`src/rtl/muldiv_pkg.sv`:
```
// Shared definitions for the iterative multiply/divide unit: operation
// encodings, FSM state type, and the ALU-code to muldiv-op mapping used by
// the decode/EX glue.
package muldiv_pkg;

  typedef enum logic [1:0] {
    MD_MULT  = 2'b00,  // signed multiply
    MD_MULTU = 2'b01,  // unsigned multiply
    MD_DIV   = 2'b10,  // signed divide
    MD_DIVU  = 2'b11   // unsigned divide
  } md_op_e;

  typedef enum logic [1:0] {
    IDLE,
    RUN,
    FINISH
  } md_state_e;

  // ALU decoder codes; only the four muldiv codes are meaningful here.
  typedef enum logic [3:0] {
    ALU_ADD,
    ALU_SUB,
    ALU_AND,
    ALU_OR,
    ALU_XOR,
    ALU_SLT,
    ALU_SIGNED_MULT,
    ALU_UNSIGNED_MULT,
    ALU_SIGNED_DIV,
    ALU_UNSIGNED_DIV
  } alu_op_e;

  function automatic md_op_e alu_to_md_op(input alu_op_e alu_op);
    case (alu_op)
      ALU_UNSIGNED_MULT: return MD_MULTU;
      ALU_SIGNED_DIV:    return MD_DIV;
      ALU_UNSIGNED_DIV:  return MD_DIVU;
      default:           return MD_MULT;
    endcase
  endfunction

  // The encoding puts "divide" in bit 1 and "unsigned" in bit 0.
  function automatic logic md_is_div(input md_op_e op);
    return op[1];
  endfunction

  function automatic logic md_is_signed(input md_op_e op);
    return ~op[0];
  endfunction

endpackage

```
`src/rtl/muldiv_signfix.sv`:
```
// Conditional two's-complement negation. Used for operand abs() at start
// and for sign correction of the product, quotient and remainder.
//   val_i : value to correct
//   neg_i : 1 = negate, 0 = pass through
//   val_o : corrected value
module muldiv_signfix #(
  parameter int W = 32
) (
  input  logic [W-1:0] val_i,
  input  logic         neg_i,
  output logic [W-1:0] val_o
);

  assign val_o = neg_i ? (~val_i + W'(1)) : val_i;

endmodule

```
`src/rtl/muldiv_unit.sv`:
```
// Iterative multiply/divide unit for the EX stage: one bit per cycle,
// shift-add multiply and restoring divide on magnitudes, sign fix in FINISH.
// WIDTH must be >= 4 and even.
//   clk, rst       : clock, synchronous active-high reset
//   start_i        : request, accepted only when idle and not flushed
//   op_i, a_i, b_i : operation and operands, sampled with start_i
//   flush_i        : abort any in-flight operation, drops a same-cycle start
//   busy_o         : operation in flight (registered)
//   done_o         : one-cycle pulse, hi_o/lo_o carry the new result
//   hi_o, lo_o     : MULT upper/lower product; DIV remainder/quotient
module muldiv_unit
  import muldiv_pkg::*;
#(
  parameter int WIDTH = 32
) (
  input  logic             clk,
  input  logic             rst,
  input  logic             start_i,
  input  logic [1:0]       op_i,
  input  logic [WIDTH-1:0] a_i,
  input  logic [WIDTH-1:0] b_i,
  input  logic             flush_i,
  output logic             busy_o,
  output logic             done_o,
  output logic [WIDTH-1:0] hi_o,
  output logic [WIDTH-1:0] lo_o
);

  localparam int CW = $clog2(WIDTH + 1);

  md_state_e            state_q, state_d;
  logic                 busy_q, busy_d, done_q, done_d;
  logic [WIDTH-1:0]     hi_q, hi_d, lo_q, lo_d;
  // opa: multiplicand, or dividend shifting into quotient (raw a on /0).
  // opb: multiplier shifting right, or divisor.
  logic [WIDTH-1:0]     opa_q, opa_d, opb_q, opb_d;
  // Product accumulator; its low WIDTH+1 bits are the divide remainder.
  logic [2*WIDTH-1:0]   acc_q, acc_d;
  logic [CW-1:0]        cnt_q, cnt_d;
  logic                 neg_res_q, neg_res_d, neg_rem_q, neg_rem_d;
  logic                 is_div_q, is_div_d, dz_q, dz_d;

  md_op_e               op;
  logic                 op_signed;
  logic [WIDTH-1:0]     a_abs, b_abs, quot_fix, rem_fix;
  logic [2*WIDTH-1:0]   prod_fix;
  logic [WIDTH:0]       mul_sum, div_shift, div_diff;
  logic                 div_ge;

  assign op        = md_op_e'(op_i);
  assign op_signed = md_is_signed(op);

  muldiv_signfix #(.W(WIDTH)) u_abs_a (
    .val_i(a_i), .neg_i(op_signed & a_i[WIDTH-1]), .val_o(a_abs));
  muldiv_signfix #(.W(WIDTH)) u_abs_b (
    .val_i(b_i), .neg_i(op_signed & b_i[WIDTH-1]), .val_o(b_abs));
  muldiv_signfix #(.W(2*WIDTH)) u_fix_prod (
    .val_i(acc_q), .neg_i(neg_res_q), .val_o(prod_fix));
  muldiv_signfix #(.W(WIDTH)) u_fix_quot (
    .val_i(opa_q), .neg_i(neg_res_q), .val_o(quot_fix));
  muldiv_signfix #(.W(WIDTH)) u_fix_rem (
    .val_i(acc_q[WIDTH-1:0]), .neg_i(neg_rem_q), .val_o(rem_fix));

  // Multiply step: add multiplicand into the upper half, shift right.
  assign mul_sum = {1'b0, acc_q[2*WIDTH-1:WIDTH]}
                 + {1'b0, (opb_q[0] ? opa_q : {WIDTH{1'b0}})};

  // Restoring divide step. A set acc_q[WIDTH] means the shifted remainder
  // already exceeds any divisor; the subtraction stays exact modulo
  // 2^(WIDTH+1) because the true result is below the divisor.
  assign div_shift = {acc_q[WIDTH-1:0], opa_q[WIDTH-1]};
  assign div_ge    = acc_q[WIDTH] | (div_shift >= {1'b0, opb_q});
  assign div_diff  = div_shift - {1'b0, opb_q};

  always_comb begin
    // NOTE: every next-state signal gets a default first so no latch is inferred.
    state_d   = state_q;
    done_d    = 1'b0;
    hi_d      = hi_q;
    lo_d      = lo_q;
    opa_d     = opa_q;
    opb_d     = opb_q;
    acc_d     = acc_q;
    cnt_d     = cnt_q;
    neg_res_d = neg_res_q;
    neg_rem_d = neg_rem_q;
    is_div_d  = is_div_q;
    dz_d      = dz_q;

    case (state_q)
      IDLE: begin
        if (start_i) begin
          is_div_d  = md_is_div(op);
          neg_res_d = op_signed & (a_i[WIDTH-1] ^ b_i[WIDTH-1]);
          neg_rem_d = op_signed & md_is_div(op) & a_i[WIDTH-1];
          dz_d      = md_is_div(op) & (b_i == '0);
          acc_d     = '0;
          cnt_d     = CW'(WIDTH);
          opa_d     = a_abs;
          opb_d     = b_abs;
          if (dz_d) begin
            opa_d   = a_i;  // divide by zero returns the dividend untouched
            state_d = FINISH;
          end else begin
            state_d = RUN;
          end
        end
      end
      RUN: begin
        cnt_d = cnt_q - CW'(1);
        if (is_div_q) begin
          acc_d = {{(WIDTH-1){1'b0}}, (div_ge ? div_diff : div_shift)};
          opa_d = {opa_q[WIDTH-2:0], div_ge};
        end else begin
          acc_d = {mul_sum, acc_q[WIDTH-1:1]};
          opb_d = {1'b0, opb_q[WIDTH-1:1]};
        end
        if (cnt_d == '0) state_d = FINISH;
      end
      FINISH: begin
        state_d = IDLE;
        done_d  = 1'b1;
        if (dz_q) begin
          hi_d = opa_q;
          lo_d = '1;
        end else if (is_div_q) begin
          hi_d = rem_fix;
          lo_d = quot_fix;
        end else begin
          {hi_d, lo_d} = prod_fix;
        end
      end
      default: state_d = IDLE;
    endcase

    // Flush wins over everything: abort, drop any start, keep old results.
    if (flush_i) begin
      state_d = IDLE;
      done_d  = 1'b0;
      hi_d    = hi_q;
      lo_d    = lo_q;
    end

    busy_d = (state_d != IDLE);
  end

  always_ff @(posedge clk) begin
    // NOTE: sequential state uses non-blocking assignments so all flops update together.
    if (rst) begin
      state_q   <= IDLE;
      busy_q    <= 1'b0;
      done_q    <= 1'b0;
      hi_q      <= '0;
      lo_q      <= '0;
      opa_q     <= '0;
      opb_q     <= '0;
      acc_q     <= '0;
      cnt_q     <= '0;
      neg_res_q <= 1'b0;
      neg_rem_q <= 1'b0;
      is_div_q  <= 1'b0;
      dz_q      <= 1'b0;
    end else begin
      state_q   <= state_d;
      busy_q    <= busy_d;
      done_q    <= done_d;
      hi_q      <= hi_d;
      lo_q      <= lo_d;
      opa_q     <= opa_d;
      opb_q     <= opb_d;
      acc_q     <= acc_d;
      cnt_q     <= cnt_d;
      neg_res_q <= neg_res_d;
      neg_rem_q <= neg_rem_d;
      is_div_q  <= is_div_d;
      dz_q      <= dz_d;
    end
  end

  assign busy_o = busy_q;
  assign done_o = done_q;
  assign hi_o   = hi_q;
  assign lo_o   = lo_q;

endmodule

```
`config.mk`:
```
export PLATFORM = sky130hd
export DESIGN_NAME = muldiv_unit
export DESIGN_NICKNAME = d
export VERILOG_FILES = /design/src/rtl/muldiv_pkg.sv /design/src/rtl/muldiv_signfix.sv /design/src/rtl/muldiv_unit.sv
export SDC_FILE = /design/constraint.sdc
export NUM_CORES = 1
export LEC_CHECK = 0
export BUFFER_PORTS_ARGS = -buffer_cell sky130_fd_sc_hd__buf_2
export CELL_PAD_IN_SITES_DETAIL_PLACEMENT = 1
export CELL_PAD_IN_SITES_GLOBAL_PLACEMENT = 2
export CORE_MARGIN = 2
export CORE_UTILIZATION = 36
export DETAILED_ROUTE_END_ITERATION = 8
export PLACE_DENSITY = 0.78
export SYNTH_ARGS = -nofsm -noshare
export SYNTH_HDL_FRONTEND = slang
export SYNTH_SLANG_ARGS = --single-unit
```
`constraint.sdc`:
```
create_clock -name clk -period 3.94 [get_ports clk]
set_input_delay 0.788 -clock clk [delete_from_list [all_inputs] [get_ports clk]]
set_output_delay 0.788 -clock clk [all_outputs]
set_load 0.05 [all_outputs]
```
==> metrics <==
WHS Path Cells 2; most frequent cells in the layout 235 x nor2_1, 203 x dfxtp_1, 179 x a21oi_1; Post-synth EDFFs 0; sequential share of power 37.4%; YS warnings 0; Crit-path slowest cell a2111oi_0; max_cap viols 0; Clk Tree Root Cell clkbuf_16; CTS Buffer Depth 3; # nets final 2459; first-pass GRT wire length 106.3 mm; initial core utilization 36.47%; Via-to-Cell Ratio 5.985; Crit Path Class reg2reg; core box area 45280 um2; Slew Limit Fails 0; WL final 68.98 mm; Distinct cells, synth 77; Net Sw Power 0.001930 W; most common cell after layout, fill and taps aside nor2_1; data required time at the worst endpoint 4.39 ns; antenna cells 0; crit path max fanout 6; Site Rows 78; Avg Cell Area, Syn 7.393 um2; complex-gate fraction of the synthesized area between 20% and 30%; Peak Freq 0.2671 GHz; RD Place Congestion 0.9144; crit path capture type flip-flop; dpl ws -0.09219 ns; RSZ-0062 raised after global routing no; Comb pwr share 19.2%; ys async rst share 0%; Mapped Nets 2377; leakage 7.866 nW; PD cells 319.5 nW/um2; grt ovf 0; Tcrit/Tclk final 95.03%; clock share of power 43.4%; measured slew at the worst slew-check pin around 0.98 ns; Die Span Y between 200 and 250 um; placed cell area 18060 um2; CP most frequent cell or2_2; Final ANT Viol Nets 0; Via Count 17580; mux cell area share after synthesis 2.258%; HP Class reg2reg; DR DRC count 0; clk_lat worst skew between 0.5 and 0.6 ns; overall routing resource usage around 28%; DP HPWL 51.53 mm; clock sink count 206; Die Width 218.2 um; share of cells above drive strength 1 14.04%; adder-cell share of the synthesized area 5.621%; Num CTS Buffers 28; largest net degree at the start of global routing 97; setup violators final 0; hold_ws 0.4719 ns; sw frac a little under a third; Slew headroom 34.97%; sequential share of the synthesized area 24.97%; 1st-pass router iterations 5; Final Instance Area 19030 um2; largest family of logic cells by synthesized area compound AO/OA/AOI/OAI gates; status complete, no violations; arrival time worst endpoint 4.19 ns; ranking of synthesized cells by area dfxtp_1 25%, xor2_1 5.7%, a21oi_1 5.5%; number of H-tree levels 1; number of global-route vias before repair 17530; wire per inst 23.49 um; setup TNS 0 ns; Fin. Hold Viols 0; die area 47610 um2; 1st-iter DRT viols approximately 1300; PortBufs around 140; Critical Path Start Type flip-flop; Synth Flop Type dfxtp_1; hold_buf cts 0; post-synth top area share between 20% and 30%; leading area contributor after synthesis dfxtp_1; final setup margin 0.1958 ns; Worst path max stage delay 0.59 ns; fin crit period 3.744 ns; FF-to-FF path depth 12; clock transition at the registers of the reported paths 0.06 ns; synthesized cell area 16520 um2; Int Pwr between 0.004 and 0.005 W; I/O pin count 136; area share of xor/xnor cells in the synthesized design 10.29%; synthesis-stage register bit count 206; skew final between 0.015 and 0.02 ns; initial antenna violation count 2; Layout area overhead 15.21%; CTS tree built; worst path cell trace inv_1, ha_1, nor3b_1, nand2_1, or2_2, or4_1, or2_2, o21ai_1, xnor2_1, a2111oi_0, buf_4, nor3_1; Post-Syn Instances 2234; Peak VDD IR 0.0002571 V; Simple-Gate Fraction of Synth Area between 20% and 30%
==> layout make-up <==
class / count / area [um2]
clock buffers: 44 / 840.8
clock inverters: 7 / 96.34
inverters: 72 / 270.3
multi-input cells: 1773 / 11470
fillers: 5616 / 26260
repair buffers: 235 / 1470
well taps: 600 / 750.7
flip-flops and latches: 206 / 4130
==> cells in the mapped netlist, types with 38 or more instances <==
| cell type | n |
|---|---|
| a211oi_1 | 76 |
| nor3_1 | 79 |
| a21oi_1 | 180 |
| a31oi_1 | 38 |
| nor2_1 | 237 |
| xnor2_1 | 86 |
| nand2_1 | 169 |
| clkbuf_1 | 160 |
| ha_1 | 71 |
| dfxtp_1 | 206 |
| o21ai_0 | 129 |
| xor2_1 | 108 |
| inv_1 | 72 |
==> state kept, by name (all words and copies together), names as in the netlist <==
name,flops
acc_q,64
hi_o,32
lo_o,32
opa_q,32
opb_q,32
cnt_q,6
state_q,2
busy_o,1
done_o,1
dz_q,1
is_div_q,1
neg_rem_q,1
neg_res_q,1
==> power groups by stage <==
| stage | registers [W] | logic [W] | clock network, W |
|---|---|---|---|
| 2_1_floorplan | 0.00224 | 0.000762 | 0 |
| 3_3_place_gp | 0.00231 | 0.00112 | 0 |
| 3_5_place_dp | 0.00231 | 0.00114 | 0 |
| 4_1_cts | 0.00227 | 0.00115 | 0.00269 |
| 5_1_grt | 0.00228 | 0.00128 | 0.00277 |
| 6_report | 0.00227 | 0.00116 | 0.00264 |
==> what timing repair did <==
action | 4_1_cts | 5_1_grt
endpoints found under the setup margin | 24 | 26
gates resized for setup | 2 | 3
buffers inserted | 0 | 0
==> logic make-up after synthesis <==
family,Yosys count
buf+inv,255
xor+xnor,194
simple gates,734
fa+ha+maj,73
mux,36
compound gates,736
flops,206
==> per-stage QoR <==
step | std cells | util [%] | power [W]
floorplan | 2234 | - | 0.003001
detailed placement | 2886 | 39.89 | 0.003452
global route | 2937 | 42.02 | 0.006325
global placement | 2886 | 39.89 | 0.003425
finish | 2937 | 42.02 | 0.006079
CTS | 2937 | 41.98 | 0.006108
==> critical path, delay by kind of cell, from the launching register on <==
kind	cells	cell delay, ns
XOR/XNOR	1	0.10
adder cells (fa/ha/maj)	1	0.22
buffers and inverters	2	0.33
AO/OA/AOI/OAI	2	0.83
flip-flops	1	0.42
AND/OR/NAND/NOR	6	1.69
==> path summary, 6_finish.rpt <==
check	start	endpoint	slack (ns)
max	opa_q[0]$_SDFFE_PP0P_	lo_o[26]$_SDFFE_PP0P_	0.20
min	neg_rem_q$_SDFFE_PP0P_	neg_rem_q$_SDFFE_PP0P_	0.47
max reg2reg	opa_q[0]$_SDFFE_PP0P_	lo_o[26]$_SDFFE_PP0P_	0.20
min reg2reg	neg_rem_q$_SDFFE_PP0P_	neg_rem_q$_SDFFE_PP0P_	0.47
==> metal layers <==
metal  global-route usage [%]  wire (um)
met1                    41.06      33330
met2                    44.92      30350
met3                    2.909       3706
met4                    7.392       1589
met5                        0          0
(Power assumes the default switching activity.)
